**src/rtl/crc_bit_sequencer_pkg.sv**
```systemverilog
// -----------------------------------------------------------------------------
// crc_pkg
// Shared definitions for the serial CRC slice: sequencer state encoding and
// default widths used by the bit sequencer, frame counter and LFSR datapath.
// -----------------------------------------------------------------------------
package crc_pkg;

    // Default width of the bit counter / frame length field.
    localparam int CNT_W_DEF = 8;
    // Default width of the completed-frame counter.
    localparam int FRM_W_DEF = 4;

    typedef enum logic [1:0] {
        IDLE = 2'd0,
        RUN  = 2'd1,
        DONE = 2'd2
    } state_t;

endpackage : crc_pkg

```
**src/rtl/crc_bit_sequencer_if.sv**
```systemverilog
// -----------------------------------------------------------------------------
// crc_bit_sequencer_if
// Control/status bundle between the frame controller (master) and the bit
// sequencer (slave).
//   master -> slave : start, len, mode_auto, in_valid, abort
//   slave -> master : busy, shift_en, bit_idx, last, done, err_len, frames
// -----------------------------------------------------------------------------
interface crc_bit_sequencer_if
    import crc_pkg::*;
#(
    parameter int CNT_W = CNT_W_DEF,
    parameter int FRM_W = FRM_W_DEF
);

    logic             start;
    logic [CNT_W-1:0] len;
    logic             mode_auto;
    logic             in_valid;
    logic             abort;

    logic             busy;
    logic             shift_en;
    logic [CNT_W-1:0] bit_idx;
    logic             last;
    logic             done;
    logic             err_len;
    logic [FRM_W-1:0] frames;

    modport master (
        output start, len, mode_auto, in_valid, abort,
        input  busy, shift_en, bit_idx, last, done, err_len, frames
    );

    modport slave (
        input  start, len, mode_auto, in_valid, abort,
        output busy, shift_en, bit_idx, last, done, err_len, frames
    );

endinterface : crc_bit_sequencer_if

```
**src/rtl/crc_bit_sequencer_frame_counter.sv**
```systemverilog
// -----------------------------------------------------------------------------
// crc_frame_counter
// FRM_W-wide wrap-around counter of completed frames.
//   clk, reset_n : clock, asynchronous active-low reset (count -> 0)
//   i_clr        : synchronous clear, dominates i_inc
//   i_inc        : increment by one, wraps modulo 2**FRM_W
//   o_count      : current count
// -----------------------------------------------------------------------------
module crc_frame_counter
    import crc_pkg::*;
#(
    parameter int FRM_W = FRM_W_DEF
) (
    input  logic             clk,
    input  logic             reset_n,
    input  logic             i_clr,
    input  logic             i_inc,
    output logic [FRM_W-1:0] o_count
);

    logic [FRM_W-1:0] r_count;

    always_ff @(posedge clk or negedge reset_n) begin
        if (!reset_n) begin
            r_count <= '0;
        end else if (i_clr) begin
            r_count <= '0;
        end else if (i_inc) begin
            r_count <= r_count + FRM_W'(1);   // natural wrap at all-ones
        end
    end

    assign o_count = r_count;

endmodule : crc_frame_counter

```
**src/rtl/crc_bit_sequencer.sv**
```systemverilog
// -----------------------------------------------------------------------------
// crc_bit_sequencer
// Paces a serial CRC engine: counts len data bits per frame, drives the shift
// enable while input bits are valid, pulses done after the last bit, and can
// auto-repeat frames until aborted.
//   clk      : clock
//   reset_n  : asynchronous active-low reset
//   bus      : crc_bit_sequencer_if.slave
//              in : start, len, mode_auto, in_valid, abort
//              out: busy, shift_en, bit_idx, last, done, err_len, frames
// Only shift_en and last are combinational (state, in_valid, bit_idx, len_q);
// every other output is registered, so start never reaches an output in the
// same cycle.
// -----------------------------------------------------------------------------
module crc_bit_sequencer
    import crc_pkg::*;
#(
    parameter int CNT_W = CNT_W_DEF,
    parameter int FRM_W = FRM_W_DEF
) (
    input  logic                clk,
    input  logic                reset_n,
    crc_bit_sequencer_if.slave  bus
);

    state_t           r_state;
    logic [CNT_W-1:0] r_bit_idx;
    logic [CNT_W-1:0] r_len_q;
    logic             r_auto_q;
    logic             r_busy;
    logic             r_done;
    logic             r_err_len;

    logic             w_shift_en;
    logic             w_last;
    logic             w_frame_inc;
    logic [FRM_W-1:0] w_frames;

    // len_q is never 0 while in RUN, so len_q-1 cannot underflow there.
    assign w_shift_en  = (r_state == RUN) && bus.in_valid;
    assign w_last      = w_shift_en && (r_bit_idx == (r_len_q - CNT_W'(1)));
    // A frame only counts if it completes without a simultaneous abort.
    assign w_frame_inc = w_last && !bus.abort;

    always_ff @(posedge clk or negedge reset_n) begin
        if (!reset_n) begin
            r_state   <= IDLE;
            r_bit_idx <= '0;
            r_len_q   <= '0;
            r_auto_q  <= 1'b0;
            r_busy    <= 1'b0;
            r_done    <= 1'b0;
            r_err_len <= 1'b0;
        end else begin
            r_done    <= 1'b0;
            r_err_len <= 1'b0;
            if (bus.abort) begin
                // Abort overrides everything, including a coincident last bit
                // or a start in IDLE.
                r_state   <= IDLE;
                r_bit_idx <= '0;
                r_auto_q  <= 1'b0;
                r_busy    <= 1'b0;
            end else begin
                unique case (r_state)
                    IDLE: begin
                        if (bus.start) begin
                            if (bus.len != '0) begin
                                r_len_q   <= bus.len;
                                r_auto_q  <= bus.mode_auto;
                                r_bit_idx <= '0;
                                r_state   <= RUN;
                                r_busy    <= 1'b1;
                            end else begin
                                r_err_len <= 1'b1;
                            end
                        end
                    end
                    RUN: begin
                        if (w_shift_en) begin
                            if (w_last) begin
                                r_bit_idx <= '0;
                                r_state   <= DONE;
                                r_done    <= 1'b1;
                            end else begin
                                r_bit_idx <= r_bit_idx + CNT_W'(1);
                            end
                        end
                    end
                    DONE: begin
                        // Single bubble cycle; auto mode re-arms with the
                        // length captured at the original start.
                        if (r_auto_q) begin
                            r_state <= RUN;
                        end else begin
                            r_state <= IDLE;
                            r_busy  <= 1'b0;
                        end
                    end
                    default: begin
                        r_state <= IDLE;
                        r_busy  <= 1'b0;
                    end
                endcase
            end
        end
    end

    crc_frame_counter #(
        .FRM_W (FRM_W)
    ) u_frame_counter (
        .clk     (clk),
        .reset_n (reset_n),
        .i_clr   (1'b0),
        .i_inc   (w_frame_inc),
        .o_count (w_frames)
    );

    assign bus.busy     = r_busy;
    assign bus.shift_en = w_shift_en;
    assign bus.bit_idx  = r_bit_idx;
    assign bus.last     = w_last;
    assign bus.done     = r_done;
    assign bus.err_len  = r_err_len;
    assign bus.frames   = w_frames;

endmodule : crc_bit_sequencer

```
**src/flat_wrapper.sv**
```systemverilog
// flat-port wrapper written by rule: the top's interface ports become plain ports
module crc_bit_sequencer_flat import crc_pkg::*;
#(
    parameter int CNT_W = CNT_W_DEF,
    parameter int FRM_W = FRM_W_DEF
)
  (clk, reset_n, bus_start, bus_len, bus_mode_auto, bus_in_valid, bus_abort, bus_busy, bus_shift_en, bus_bit_idx, bus_last, bus_done, bus_err_len, bus_frames);
  crc_bit_sequencer_if #(.CNT_W(CNT_W), .FRM_W(FRM_W)) bus_i ();
  input  logic clk;
  input  logic reset_n;
  input wire logic [$bits(bus_i.start)-1:0] bus_start;
  input wire logic [$bits(bus_i.len)-1:0] bus_len;
  input wire logic [$bits(bus_i.mode_auto)-1:0] bus_mode_auto;
  input wire logic [$bits(bus_i.in_valid)-1:0] bus_in_valid;
  input wire logic [$bits(bus_i.abort)-1:0] bus_abort;
  output wire logic [$bits(bus_i.busy)-1:0] bus_busy;
  output wire logic [$bits(bus_i.shift_en)-1:0] bus_shift_en;
  output wire logic [$bits(bus_i.bit_idx)-1:0] bus_bit_idx;
  output wire logic [$bits(bus_i.last)-1:0] bus_last;
  output wire logic [$bits(bus_i.done)-1:0] bus_done;
  output wire logic [$bits(bus_i.err_len)-1:0] bus_err_len;
  output wire logic [$bits(bus_i.frames)-1:0] bus_frames;
  assign bus_i.start = bus_start;
  assign bus_i.len = bus_len;
  assign bus_i.mode_auto = bus_mode_auto;
  assign bus_i.in_valid = bus_in_valid;
  assign bus_i.abort = bus_abort;
  assign bus_busy = bus_i.busy;
  assign bus_shift_en = bus_i.shift_en;
  assign bus_bit_idx = bus_i.bit_idx;
  assign bus_last = bus_i.last;
  assign bus_done = bus_i.done;
  assign bus_err_len = bus_i.err_len;
  assign bus_frames = bus_i.frames;
  crc_bit_sequencer #(.CNT_W(CNT_W), .FRM_W(FRM_W)) u_core (.clk(clk), .reset_n(reset_n), .bus(bus_i));
endmodule
```
**config.mk**
```make
export PLATFORM = sky130hd
export DESIGN_NAME = crc_bit_sequencer_flat
export DESIGN_NICKNAME = d
export VERILOG_FILES = /design/src/rtl/crc_bit_sequencer_pkg.sv /design/src/rtl/crc_bit_sequencer_if.sv /design/src/rtl/crc_bit_sequencer_frame_counter.sv /design/src/rtl/crc_bit_sequencer.sv /design/src/flat_wrapper.sv
export SDC_FILE = /design/constraint.sdc
export NUM_CORES = 1
export LEC_CHECK = 0
export ABC_CLOCK_PERIOD_IN_PS = 3800
export CAP_MARGIN = 20
export CORE_ASPECT_RATIO = 0.5
export CORE_MARGIN = 8
export CORE_UTILIZATION = 50
export DETAILED_ROUTE_END_ITERATION = 6
export HOLD_SLACK_MARGIN = 0.08
export PLACE_DENSITY = 0.79
export SETUP_SLACK_MARGIN = 0.1
export SYNTH_ARGS = -nofsm -noshare
export SYNTH_HDL_FRONTEND = slang
export SYNTH_SLANG_ARGS = --single-unit
export TNS_END_PERCENT = 1
```
**constraint.sdc**
```tcl
create_clock -name clk -period 3.8 [get_ports clk]
set_clock_uncertainty 0.15 [all_clocks]
set_input_delay 1.14 -clock clk [delete_from_list [all_inputs] [get_ports clk]]
set_output_delay 1.14 -clock clk [all_outputs]
set_load 0.02 [all_outputs]
```
==> flow_summary.yaml, run 1 <==
synth:
  synth_top_area_frac: 0.448
  synth_edf_count: 0
  ys_warn_count: 0
  synth_area_leader_cell: "dfrtp_1"
  ys_top_cells_by_count: "dfrtp_1 (26), nand2_1 (16), xor2_1 (8)"
  ys_seq_area_frac: 0.448
  synth_simple_gate_area_frac: 0.238
  synth.net_count: 166
  synthAdderAreaFrac: 0.0259
  ys_ff_latch: 26
  synth_top_family_by_area: "simple AND/OR/NAND/NOR gates"
  synth_area_sq_mm: 0.00145
  syn-instance-count: 149
  ys_types: 38
  synth_area_leaders: "dfrtp_1 (45%), mux2_2 (5.4%), xor2_1 (4.8%)"
  avgSynthCellArea_sq_um: 9.74
  yosysMostFrequentCell: "dfrtp_1"
  synth_compound_area_frac: 0.121
  synthMuxAreaShare: 0.0612
  synthFlopType: "dfrtp_1"
  synthXorXnorAreaFrac: 0.0698
  async_flop_share: 1.00
drt:
  wl_per_cell_microns: 15.5
  vias: 1235
  drc: 0
  drtIter0Drc: 46
  ant_nets: 0
  dr.pass1.iters: 4
  wirelength_microns: 3430
  routed_via_density: 5.59
clocking:
  cts_sinks: 26
  numCtsBuffers: 3
  path_clk_slew_ns: 0.09
  cts_tree: "done"
  clk_path_buf_depth: 2
  htreeDepth: 1
  clk_latency_ns: 0.27
  cts_root_buffer: "clkbuf_8"
  cts_setup_buffers: 0
placement:
  port_buffers: 30
  dpl_cell_area_sq_mm: 0.00182
  gp_congestion: 0.766
  hpwl_microns: 2530
final_layout:
  multiInputGateArea_sq_um: 752
  fin_nets: 202
  regArea_sq_um: 651
  filler_cell_count: 211
  final_area_sq_mm: 0.00189
  area_growth_pct: 30.5
  drive_gt1_frac: 0.136
  num_antenna_cells: 0
critical_path:
  reg2reg_depth: 7
  path_class: "reg2out"
  crit_arrival_ns: 2.16
  cp-start-kind: "flip-flop"
  worst-path-max-fanout: 4
  worstPathRequired_ns: 2.51
  end_kind: "output port"
floorplanning:
  die_area_sq_mm: 0.00499
  io_pins: 31
  rows: 13
  die_w_microns: 92.2
  fp.dieH_microns: 54.1
  coreArea_sq_mm: 0.00268
  start_util: 0.541
global_route:
  grt_pass1_vias: 1174
  overflow: 0
  grtUsageTotal: 0.140
  grt_pass1_wl_microns: 5450
  grt_max_degree: 27
  antenna_found_initial: 0
timing:
  setup_viol: 0
  finalHoldViolCount: 0
  max_freq_ghz: 0.290
  tightest_slew_ns: 0.546
  final_max_slew_viol_count: 0
  finalCriticalPeriod_ns: 3.45
  maxSlewHeadroom: 0.632
  post-route-period-util: 0.907
  rsz0062_at_grt: "no"
job:
  max_cap_violations: 0
status:
  status: "finished, final reports clean"
power:
  leakagePower_uw: 0.000817
  p_total_uw: 696
  peakVddDrop_mv: 0.244
  powerDensity_mw_per_mm2: 368
hold_path:
  hp-class: "reg2reg"
  whs_path_depth: 1
-- layout make-up --
| class | instances | area share |
|---|---|---|
| well taps | 37 | 0.0244 |
| multi-input cells | 111 | 0.397 |
| inverters | 7 | 0.0139 |
| clock buffers | 3 | 0.0218 |
| flip-flops and latches | 26 | 0.343 |
| repair buffers | 36 | 0.184 |
| clock inverters | 1 | 0.0159 |
-- layout by cell type (no fill, tap or decap), drive strengths merged, types with 5 or more instances in the layout --
cell | synthesis | layout
a21oi | 7 | 7
buf | 1 | 7
clkdlybuf4s50 | 0 | 27
dfrtp | 26 | 26
inv | 7 | 7
mux2 | 7 | 7
nand2 | 16 | 16
nand3 | 7 | 7
nor2 | 8 | 8
nor3 | 6 | 6
o21ai | 7 | 7
or3 | 5 | 5
xor2 | 8 | 8
-- critical path: stages (launching register included) --
cell and delay [ns]:
dfrtp_1 0.43, or3_1 0.41, or4_1 0.54, a21oi_2 0.17, o221ai_2 0.12, inv_1 0.10
buf_6 0.12
-- worst paths after layout --
path / start / to / slack, ns
max: u_core.r_len_q[0]$_DFFE_PN0P_ / bus_last / 0.35
min: u_core.u_frame_counter.o_count[3]$_DFFE_PN0P_ / u_core.u_frame_counter.o_count[3]$_DFFE_PN0P_ / 0.33
max reg2reg: u_core.r_len_q[0]$_DFFE_PN0P_ / u_core.u_frame_counter.o_count[1]$_DFFE_PN0P_ / 1.13
min reg2reg: u_core.u_frame_counter.o_count[3]$_DFFE_PN0P_ / u_core.u_frame_counter.o_count[3]$_DFFE_PN0P_ / 0.33
max in group asynchronous: reset_n / u_core.r_len_q[7]$_DFFE_PN0P_ / 2.17
min in group asynchronous: reset_n / u_core.bus.done$_DFF_PN0_ / 1.07
-- per-layer routing --
layer | global-route usage | vias to the layer above | part of all wire
met4 | 0.0554 | 0 | 0.014
met5 | 0 | - | 0
li1 | - | 610 | -
met1 | 0.172 | 587 | 0.46
met3 | 0.0388 | 6 | 0.056
met2 | 0.236 | 32 | 0.47
-- cell families (layout without fill, tap and decap cells) --
kind of cell | count (synthesis) | in the layout
and+or+nand+nor | 63 | 63
AOI/OAI and AO/OA | 27 | 27
DFF | 26 | 26
buffers and inverters | 12 | 47
xor gates and xnor gates | 10 | 10
muxes | 8 | 8
adders and majority gates | 3 | 3
-- flip-flops by register name (all words and copies together), names as in the netlist --
signal and flops:
u_core.u_frame_counter.o_count 4, u_core.r_auto_q 1, u_core.bus.err_len 1, u_core.bus.done 1
u_core.bus.bit_idx 8, u_core.r_len_q 8, u_core.bus.busy 1, u_core.r_state 2
-- per-stage QoR --
step           setup slack [ns]  cells  setup TNS (ns)   util  hold slack [ns]
5_1_grt                   0.236    221               0  0.706            0.376
3_3_place_gp             -0.281    217          -0.281  0.677            0.312
6_report                  0.353    221               0  0.706            0.328
2_1_floorplan             0.369    149               0      -            0.351
4_1_cts                   0.115    221               0  0.703            0.331
3_5_place_dp             -0.340    217          -0.341  0.677            0.306
-- what timing repair did --
action,in CTS,in global routing
hold endpoints to repair,0,0
hold buffers,0,0
resized for setup,6,3
gates cloned,0,0
setup endpoints to repair,2,1
-- report_power, final --
| group | switching, uW | internal (uW) | total (uW) |
|---|---|---|---|
| clock network | 88.2 | 141 | 229 |
| registers | 30.5 | 298 | 329 |
| logic | 67.9 | 70.7 | 139 |
| total | 187 | 510 | 696 |
Power figures use the tool's default switching activity.
==> inputs of run 2 (changes only) <==
- CORE_UTILIZATION: 50 -> 51
- SYNTH_HIERARCHICAL: not set -> 1
==> run 2 against run 1 <==
Effect of this change:
- cell area grew 5.0%
- hold slack gained 0.056 ns
- non-clock buffer count up 1
==> flow_summary.yaml, run 2 <==
clocking:
  clk_path_buf_depth: 2
  cts_tree: "done"
  htreeDepth: 1
  cts_sinks: 26
  cts_root_buffer: "clkbuf_8"
  clk_latency_ns: 0.27
  hold_buffers: 0
  numCtsBuffers: 3
  cts_setup_buffers: 0
  path_clk_slew_ns: 0.08
timing:
  setup_viol: 0
  final_max_slew_viol_count: 0
  tightest_slew_ns: 0.639
  rsz0062_at_grt: "no"
  maxSlewHeadroom: 0.572
  post-route-period-util: 0.912
  max_freq_ghz: 0.289
  finalHoldViolCount: 0
  worst_slack_ns: 0.334
  finalCriticalPeriod_ns: 3.47
drt:
  wirelength_microns: 3620
  wl_per_cell_microns: 15.1
  ant_nets: 0
  dr.pass1.iters: 5
  drc: 0
  vias: 1326
  routed_via_density: 5.53
  drtIter0Drc: 97
power:
  leakagePower_uw: 0.000896
  peakVddDrop_mv: 0.250
  powerDensity_mw_per_mm2: 328
floorplanning:
  coreArea_sq_mm: 0.00294
  die_w_microns: 93.8
  io_pins: 31
  fp.dieH_microns: 54.9
  start_util: 0.524
  die_area_sq_mm: 0.00514
  rows: 14
final_layout:
  final_cell_mix: "clkdlybuf4s50_1 (27), dfrtp_1 (26), nor2_1 (16)"
  drive_gt1_frac: 0.140
  final_common_cell: "clkdlybuf4s50_1"
  multiInputGateArea_sq_um: 848
  final_area_sq_mm: 0.00199
  num_antenna_cells: 0
  fin_nets: 218
  area_growth_pct: 29.1
  regArea_sq_um: 651
  finalNonFillerCells: 240
  filler_cell_count: 228
job:
  max_cap_violations: 0
placement:
  dp_cells: 236
  port_buffers: 30
  dpl_cell_area_sq_mm: 0.00193
  dp_worst_setup_slack_ns: -0.511
  hpwl_microns: 2840
  gp_congestion: 0.810
global_route:
  grt_max_degree: 27
  antenna_found_initial: 0
  overflow: 0
  grt_pass1_wl_microns: 5950
  grt_pass1_vias: 1288
  grtUsageTotal: 0.148
critical_path:
  worst-path-max-fanout: 2
  crit_slowest_cell: "a211o_1"
  path_class: "in2out"
  cp-start-kind: "primary input"
  crit_arrival_ns: 2.18
  crit_family: "compound AO/OA/AOI/OAI gates"
  crit_chain: "dlymetal6s2s_1, and3b_1, and3_1, o211ai_1, a211o_1, inv_2, buf_6"
  cp_slowest_stage_delay_ns: 0.31
  path_buf_inv: 3
  end_kind: "output port"
  worstPathRequired_ns: 2.51
synth:
  synthXorXnorAreaFrac: 0.0511
  ys_warn_count: 6
  synthAdderAreaFrac: 0.0244
  synth_compound_area_frac: 0.170
  synth_simple_gate_area_frac: 0.233
  yosysMostFrequentCell: "dfrtp_1"
  ys_types: 57
  synthMuxAreaShare: 0.0593
  synth_top_family_by_area: "simple AND/OR/NAND/NOR gates"
  synth_edf_count: 0
  synth_area_leader_cell: "dfrtp_1"
  synthFlopType: "dfrtp_1"
  async_flop_share: 1.00
  synth_area_leaders: "dfrtp_1 (42%), nor2_1 (3.9%), mux2_2 (3.7%)"
  ys_ff_latch: 26
  synth_area_sq_mm: 0.00154
  ys_top_cells_by_count: "dfrtp_1 (26), nor2_1 (16), nand3_1 (8)"
  ys_seq_area_frac: 0.422
  synth_top_area_frac: 0.422
  avgSynthCellArea_sq_um: 9.69
  syn-instance-count: 159
status:
  status: "finished, final reports clean"
hold_path:
  hp-class: "reg2reg"
## run 2: cell types whose count changed in the layout (fill, tap and decap cells not counted), moves of 3 or more
cell	change
nand2_1	-9
nor2_1	+9
conb_1	+5
nor3b_1	-4
or3_1	-4
a211oi_1	+3
nand2b_1	+3
nor4_1	-3
## run 2: kinds of logic (layout without fill, tap and decap cells)
group / after synthesis / count (layout)
fa+ha+maj: 3 / 3
xor+xnor: 9 / 9
compound gates: 36 / 36
mux: 8 / 8
flops: 26 / 26
simple gates: 64 / 64
buf+inv: 12 / 49
other cells: 1 / 5
## run 2: final timing paths
path,from,endpoint,slack [ns],cells past startpoint
setup / recovery,bus_in_valid,bus_last,0.33,7
hold / removal,u_core/r_auto_q$_DFFE_PN0P_,u_core/r_auto_q$_DFFE_PN0P_,0.38,2
setup reg to reg,u_core/r_len_q[1]$_DFFE_PN0P_,u_core/u_frame_counter/o_count[3]$_DFFE_PN0P_,1.14,10
hold reg to reg,u_core/r_auto_q$_DFFE_PN0P_,u_core/r_auto_q$_DFFE_PN0P_,0.38,2
max in group asynchronous,reset_n,u_core/r_len_q[7]$_DFFE_PN0P_,2.17,2
min in group asynchronous,reset_n,u_core/r_auto_q$_DFFE_PN0P_,1.07,2
## run 2: layout make-up
cell class / instances / share of cell area
clock buffers: 4 / 0.0277
inverters: 8 / 0.0151
multi-input cells: 125 / 0.426
flip-flops and latches: 26 / 0.327
well taps: 40 / 0.0252
repair buffers: 37 / 0.179
## run 2: worst reg2reg max path, cell delays in order (launching register included)
cell      delay, ns
dfrtp_1        0.43
inv_1          0.08
ha_1           0.28
nand2b_1       0.11
o211a_1        0.21
o31a_2         0.27
a211o_1        0.26
buf_4          0.18
nor2_1         0.12
nand4_1        0.14
mux2_4         0.31
## run 2: per-layer routing
layer,GRT usage,vias up,share of wire
li1,-,655,-
met1,0.170,630,0.44
met2,0.271,36,0.49
met3,0.0369,5,0.054
met4,0.0519,0,0.011
met5,0,-,0
## run 2: power breakdown
part | switching, uW | internal [uW]
combinational | 72.4 | 74.6
sequential | 31.5 | 297
clock | 83.7 | 92.7
total | 188 | 464
## run 2: stage by stage
step / hold slack (ns) / utilization / setup TNS [ns] / power, uW
after floorplan: 0.337 / - / 0 / 424
after global placement: 0.358 / 0.656 / -0.476 / 475
after detailed placement: 0.371 / 0.656 / -0.511 / 481
after CTS: 0.392 / 0.675 / 0 / 657
after global routing: 0.419 / 0.676 / 0 / 687
final: 0.383 / 0.676 / 0 / 652
## run 2: timing repair
action,in CTS,in global routing
pin swaps,1,1
endpoints found under the setup margin,2,1
resized for setup,7,1
==> inputs of run 3 (changes only) <==
- ABC_CLOCK_PERIOD_IN_PS: 3800 -> not set
- CORE_UTILIZATION: 51 -> 55
- PLACE_DENSITY: 0.79 -> 0.85
- clock period: 3.8 -> 4.3 ns (I/O delays scaled with it)
==> run 3 against run 2 <==
Effect of this change:
- sequential power is 11% lower
- critical path depth stayed put
- die area is 5.6% lower
- power is 12% lower
- clock-buffer cell count stayed put
- combinational power is 15% lower
- critical path type unchanged
- largest cell class unchanged
- highest routed layer unchanged
==> flow_summary.yaml, run 3 (synthesis results as in run 2) <==
clocking:
  clk_latency_ns: 0.27
  clk_path_buf_depth: 2
  htreeDepth: 1
  numCtsBuffers: 3
  cts_sinks: 26
  cts_tree: "done"
  cts_root_buffer: "clkbuf_8"
  path_clk_slew_ns: 0.09
drt:
  wl_per_cell_microns: 14.5
  dr.pass1.iters: 4
  wirelength_microns: 3410
  drtIter0Drc: 76
  drc: 0
  ant_nets: 0
  routed_via_density: 5.66
  vias: 1331
floorplanning:
  die_w_microns: 90.9
  fp.dieH_microns: 53.4
  rows: 13
  coreArea_sq_mm: 0.00264
  io_pins: 31
  die_area_sq_mm: 0.00486
  start_util: 0.585
timing:
  finalCriticalPeriod_ns: 4.12
  post-route-period-util: 0.958
  rsz0062_at_grt: "no"
  setup_viol: 0
  final_max_slew_viol_count: 0
  fin_tns_setup_ns: 0
  tightest_slew_ns: 0.580
  max_freq_ghz: 0.243
  maxSlewHeadroom: 0.612
  finalHoldViolCount: 0
global_route:
  grt_util_met1: 0.162
  grt_pass1_wl_microns: 5440
  grt_pass1_vias: 1191
  gr-usage-met3: 0.0408
  antenna_found_initial: 0
  grt_max_degree: 27
  top_usage_layer: "met2"
  overflow: 0
  grtUsageMet2: 0.249
  grtUsageTotal: 0.138
critical_path:
  crit_arrival_ns: 2.68
  path_class: "in2out"
  cp-start-kind: "primary input"
  worst-path-max-fanout: 2
  cp_slowest_stage_delay_ns: 0.47
  end_kind: "output port"
  worstPathRequired_ns: 2.86
  crit_slowest_cell: "clkdlybuf4s50_1"
  crit_chain: "clkdlybuf4s50_1, and3b_1, and3_1, o211ai_1, a211o_1, inv_2, buf_4"
power:
  leakagePower_uw: 0.000871
  peakVddDrop_mv: 0.161
  powerDensity_mw_per_mm2: 292
final_layout:
  area_growth_pct: 27.5
  final_core_util: 0.746
  final_common_cell: "clkdlybuf4s50_1"
  final_cell_mix: "clkdlybuf4s50_1 (29), dfrtp_1 (26), nor2_1 (16)"
  final_area_sq_mm: 0.00197
  drive_gt1_frac: 0.131
  fin_nets: 216
  num_antenna_cells: 0
  filler_cell_count: 196
placement:
  hpwl_microns: 2590
  dpl_cell_area_sq_mm: 0.00191
  port_buffers: 30
  gp_congestion: 0.830
status:
  status: "finished, final reports clean"
hold_path:
  hp-class: "reg2reg"
job:
  max_cap_violations: 0
-- run 3: stage by stage --
stage	std cells	power (uW)	setup slack (ns)	hold WS, ns
6_report	235	574	0.183	0.396
3_5_place_dp	230	419	-0.318	0.376
5_1_grt	235	604	0.121	0.427
2_1_floorplan	163	375	0.508	0.337
3_3_place_gp	230	415	-0.277	0.359
4_1_cts	234	576	0.119	0.398
-- run 3: final timing paths --
| kind | from | endpoint | slack [ns] | cells after the start |
|---|---|---|---|---|
| setup / recovery | bus_in_valid | bus_last | 0.18 | 7 |
| hold / removal | u_core/r_auto_q$_DFFE_PN0P_ | u_core/r_auto_q$_DFFE_PN0P_ | 0.40 | 2 |
| setup reg to reg | u_core/r_len_q[0]$_DFFE_PN0P_ | u_core/u_frame_counter/o_count[3]$_DFFE_PN0P_ | 1.17 | 11 |
| hold reg to reg | u_core/r_auto_q$_DFFE_PN0P_ | u_core/r_auto_q$_DFFE_PN0P_ | 0.40 | 2 |
| max in group asynchronous | reset_n | u_core/bus.bit_idx[5]$_DFFE_PN0P_ | 2.51 | 2 |
| min in group asynchronous | reset_n | u_core/u_frame_counter/o_count[0]$_DFFE_PN0P_ | 1.23 | 2 |
-- run 3: cell type report --
cell class                 count  area, sq um  share of cell area
clock buffer                   4         55.1              0.0280
inverter                       8         30.0              0.0153
multi-input combinational    125          848               0.432
sequential                    26          651               0.331
tap                           37         46.3              0.0236
timing repair buffer          35          335               0.171
-- run 3: routing by layer --
layer | wire length [microns] | vias up
met3 | 167 | 2
met2 | 1630 | 28
met1 | 1590 | 649
met5 | 0 | -
met4 | 19 | 0
li1 | - | 652
-- run 3: repair_timing --
action,CTS,global route
setup buffers,0,1
resized for setup,4,1
endpoints found under the setup margin,1,1
hold buffers,0,0
pin swaps,0,1
-- run 3: worst max-delay path: cells and delay by family --
family | cells | cell delay (ns)
and+or+nand+nor | 2 | 0.35
AOI/OAI and AO/OA | 2 | 0.36
buffers and inverters | 3 | 0.67
-- run 3: power breakdown --
part,switching [uW],internal [uW],total [uW]
clock network,75.0,81.9,157
logic,61.1,63.8,125
registers,29.6,262,292
